<file path="src/rtl/result_packer.sv">
// result_packer: packs a stream of 2-bit result samples (with a per-sample
// status flag) into words of SAMPLES slots. Sample 0 lands in the LSBs.
// A word closes when it is full or on flush, then holds until downstream
// takes it. Optional build macro: PACKER_PARITY_EN adds out_parity, the XOR
// of all out_data bits, captured together with the word.
module result_packer #(
    parameter  int SAMPLES = 4,
    localparam int CW      = $clog2(SAMPLES + 1)
) (
    input  logic                 clk,
    input  logic                 rst_n,
    input  logic                 in_valid,
    output logic                 in_ready,
    input  logic [1:0]           in_data,
    input  logic                 in_flag,
    input  logic                 flush,
    output logic                 out_valid,
    input  logic                 out_ready,
    output logic [2*SAMPLES-1:0] out_data,
    output logic [CW-1:0]        out_count,
`ifdef PACKER_PARITY_EN
    output logic                 out_parity,
`endif
    output logic                 out_flag
);

    typedef enum logic {
        FILL = 1'b0,
        HOLD = 1'b1
    } state_t;

    localparam logic [CW-1:0] LAST_IDX = CW'(SAMPLES - 1);

    state_t               state_q, state_d;
    logic [CW-1:0]        idx_q, idx_d;
    logic [2*SAMPLES-1:0] data_q, data_d;
    logic                 flag_q, flag_d;
    logic [CW-1:0]        count_q, count_d;
`ifdef PACKER_PARITY_EN
    logic                 parity_q, parity_d;
`endif

    // One-hot decode of the slot the next accepted sample is written into.
    logic [SAMPLES-1:0] slot_hit;
    logic [2*SAMPLES-1:0] slot_data;

    genvar gi;
    generate
        for (gi = 0; gi < SAMPLES; gi++) begin : g_slot
            assign slot_hit[gi] = (idx_q == CW'(gi));
            assign slot_data[2*gi +: 2] = slot_hit[gi] ? in_data : data_q[2*gi +: 2];
        end
    endgenerate

    logic accept;
    assign accept = (state_q == FILL) && in_valid;

    // Next-state and datapath: fill slots, close the word when full or flushed,
    // release and clear everything once the held word is taken.
    always_comb begin
        state_d  = state_q;
        idx_d    = idx_q;
        data_d   = data_q;
        flag_d   = flag_q;
        count_d  = count_q;
`ifdef PACKER_PARITY_EN
        parity_d = parity_q;
`endif
        case (state_q)
            FILL: begin
                if (accept) begin
                    data_d = slot_data;
                    flag_d = flag_q | in_flag;
                    idx_d  = idx_q + CW'(1);
                    if ((idx_q == LAST_IDX) || flush) begin
                        state_d = HOLD;
                        count_d = idx_q + CW'(1);
                    end
                end else if (flush && (idx_q != '0)) begin
                    // Flush of a partial word; unfilled slots are already 0.
                    state_d = HOLD;
                    count_d = idx_q;
                end
`ifdef PACKER_PARITY_EN
                if (state_d == HOLD) begin
                    parity_d = ^data_d;
                end
`endif
            end
            HOLD: begin
                if (out_ready) begin
                    state_d  = FILL;
                    idx_d    = '0;
                    data_d   = '0;
                    flag_d   = 1'b0;
                    count_d  = '0;
`ifdef PACKER_PARITY_EN
                    parity_d = 1'b0;
`endif
                end
            end
            default: begin
                state_d = FILL;
            end
        endcase
    end

    // State and word registers; reset drops any partial or held word.
    always_ff @(posedge clk or negedge rst_n) begin
        if (!rst_n) begin
            state_q  <= FILL;
            idx_q    <= '0;
            data_q   <= '0;
            flag_q   <= 1'b0;
            count_q  <= '0;
`ifdef PACKER_PARITY_EN
            parity_q <= 1'b0;
`endif
        end else begin
            state_q  <= state_d;
            idx_q    <= idx_d;
            data_q   <= data_d;
            flag_q   <= flag_d;
            count_q  <= count_d;
`ifdef PACKER_PARITY_EN
            parity_q <= parity_d;
`endif
        end
    end

    assign in_ready   = (state_q == FILL);
    assign out_valid  = (state_q == HOLD);
    assign out_data   = data_q;
    assign out_count  = count_q;
    assign out_flag   = flag_q;
`ifdef PACKER_PARITY_EN
    assign out_parity = parity_q;
`endif

endmodule

</file>
<file path="config.mk">
export PLATFORM = sky130hd
export DESIGN_NAME = result_packer
export DESIGN_NICKNAME = d
export VERILOG_FILES = /design/src/rtl/result_packer.sv
export SDC_FILE = /design/constraint.sdc
export NUM_CORES = 1
export LEC_CHECK = 0
export ABC_AREA = 1
export BUFFER_PORTS_ARGS = -buffer_cell sky130_fd_sc_hd__buf_2
export CAP_MARGIN = 10
export CELL_PAD_IN_SITES_DETAIL_PLACEMENT = 0
export CELL_PAD_IN_SITES_GLOBAL_PLACEMENT = 1
export CORE_UTILIZATION = 42
export CTS_BUF_LIST = sky130_fd_sc_hd__clkbuf_8
export DETAILED_ROUTE_END_ITERATION = 12
export GPL_TIMING_DRIVEN = 1
export PLACE_DENSITY_LB_ADDON = 0.12
export REMOVE_ABC_BUFFERS = 1
export SYNTH_ARGS = -nofsm -noshare
export SYNTH_HDL_FRONTEND = slang
export SYNTH_SLANG_ARGS = --single-unit
</file>
<file path="constraint.sdc">
create_clock -name clk -period 2.7 [get_ports clk]
set_input_delay 0.54 -clock clk [delete_from_list [all_inputs] [get_ports clk]]
set_output_delay 0.54 -clock clk [all_outputs]
set_load 0.02 [all_outputs]
</file>
==> impl_metrics.toml <==
[outcome]
status = "finished clean"

[cells_and_area]
antenna_cells = 0
area_growth_pct = 21.95
fill_cells = 191
drive_gt1_share_pct = 30.70
multi_input_area_um2 = 372.9
fin_nets = 129
ff_latch_area_um2 = 400.4

[worst_setup_path]
path_cells = "inv_4 -> buf_2"
cp-start-kind = "flip-flop"
crit_required_ps = 2160
cp_max_fo = 7
critical_path_class = "flip-flop to primary output"
critical_path_arrival_ps = 1100
cp_slowest_cell = "dfrtp_1"
endpoint_kind = "primary output"
crit_path_max_incr_delay_ps = 560

[power_and_ir_drop]
finalPower_uw = 1208
vdd.ir_drop.worst_v = 0.0005208
power.leakage_uw = 0.0005472
p_per_area_nw_per_um2 = 1223

[route]
vias = 661
routed_wl_um = 1669
first_iter_violations = 9
avgRoutedWirePerCell_um = 12.01
vias_per_cell = 4.755
firstDrtPassIters = 4
drcViolationCount = 0
ant_nets = 0

[clock_tree]
hold_buffers = 0
clk_latency_ps = 250
cts_buffer_depth = 2
clkSinkCount = 16
cts_resized = 0
cts_root_buf = "clkbuf_8"
post_cts_buffers = 0
h-tree-depth = 1
path_clk_slew_ps = 60
cts_tree = "built"
numCtsBuffers = 3

[synth]
synthDistinctLibCells = 14
synth_top_area_share_pct = 49.46
yosysMostFrequentCell = "nand2_1"
synth_area_per_cell_um2 = 8.995
synthTopCellsByArea = "dfrtp_1, nand2_1, nand3_1, ha_1, nand2_4"
yosysSeqAreaShare_pct = 49.46
synth-edff-count = 0
postSynthCellCount = 90
ys.flop_type = "dfrtp_1"
synth_common_cells = "nand2_1, dfrtp_1, nand3_1"
ys_warn_count = 0
yosysTopAreaCell = "dfrtp_1"
async_reset_ff_share_pct = 100.0
synth_area_um2 = 809.5
ys_seq_elements = 16

[floorplanning]
rows = 15
die_y_um = 45.90
io_pins = 22
die_w_um = 45.90
die_area_um2 = 2107
core_um2 = 1764
start_util_pct = 45.89

[timing]
fin_crit_ps = 1639
report.final.slew_viol_count = 0
fmax_mhz = 610.0
fin_hold_ws_ps = 195.6
setup_ws_ps = 1061
tightest_slew_ps = 365.5
hold_viol = 0
rsz0062_at_grt = "false"
finalSetupTns_ps = 0
fin_crit_sh_pct = 60.72
fin_skew_ps = 0.6843
setup_violations = 0
maxSlewHeadroom_pct = 75.63

[global_route]
antenna_found_initial = 0
grt_pass1_vias = 634
overflow = 0
grt_usage_pct = 18.28
grt_max_degree = 17
grt_pass1_wl_um = 2711

[placed_design]
gp_congestion = 0.8411
dp_hpwl_um = 1322
dp_slack_ps = 1292
port_buffers = 21

[flow_run]
drv_cap = 0

[min_path]
min_path_type = "input pin to async pin"
[per-layer routing]
layer  global-route usage (%)  up-vias  wire length [um]
met5                        0        -                 0
met4                    10.00        0                28
met3                    3.968        3                69
met2                    26.48       15               757
met1                    25.00      296               813
li1                         -      347                 -
[worst paths after layout]
kind                              start           end  slack, ps  cells past startpoint
min reg2reg                out_count[0]  out_count[0]        480                      2
min in group clk           out_count[0]  out_count[0]        480                      2
max in group asynchronous         rst_n      idx_q[1]       2250                      1
min                               rst_n   out_data[7]        200                      1
max                           out_valid      in_ready       1060                      2
max reg2reg                    idx_q[0]  out_count[2]       1320                      6
[final cells by class]
type | instances | share of cell area [%]
Tap cell | 25 | 3.169
Sequential cell | 16 | 40.56
Multi-Input combinational cell | 65 | 37.77
Inverter | 9 | 3.676
Timing Repair Buffer | 21 | 10.65
Clock buffer | 3 | 4.183
[metrics by stage]
step	util [%]	cells	cell area, um^2
after global routing	55.96	139	987.2
after detailed placement	53.62	136	945.9
after global placement	53.62	136	945.9
after floorplan	-	90	809.5
after CTS	55.96	139	987.2
final	55.96	139	987.2
[worst max-delay path, delay by kind of cell (launching register included)]
kind     cells  cell delay, ps
buf+inv      2             290
flops        1             560
[cells in the final DEF (no fill, tap or decap)]
| cell | n |
|---|---|
| inv_1 | 8 |
| ha_1 | 5 |
| inv_4 | 1 |
| nand2_4 | 3 |
| o21ai_1 | 6 |
| clkbuf_8 | 3 |
| nand3_1 | 13 |
| o21ai_2 | 2 |
| dfrtp_1 | 16 |
| nand2_2 | 4 |
| nor2_4 | 1 |
| buf_2 | 21 |
| o21ai_0 | 5 |
| a21oi_1 | 4 |
| nor2_1 | 3 |
| nand2_1 | 19 |
[flip-flops by register name (all words and copies together), names as in the netlist]
register and flops:
out_count 3, out_valid 1, out_data 8, idx_q 3
out_flag 1
[kinds of logic (layout without fill, tap and decap cells)]
group,after synthesis,in the layout,share of synthesized area (%)
adder cells (fa/ha/maj),5,5,7.728
flip-flops,16,16,49.46
buffers and inverters,9,33,4.483
AND/OR/NAND/NOR,43,43,26.89
AO/OA/AOI/OAI,17,17,11.44
[where the power goes]
part / switching (uW) / internal (uW)
clock network: 77.6 / 98.9
registers: 80.0 / 348
logic: 399 / 205
(Power assumes the default switching activity.)
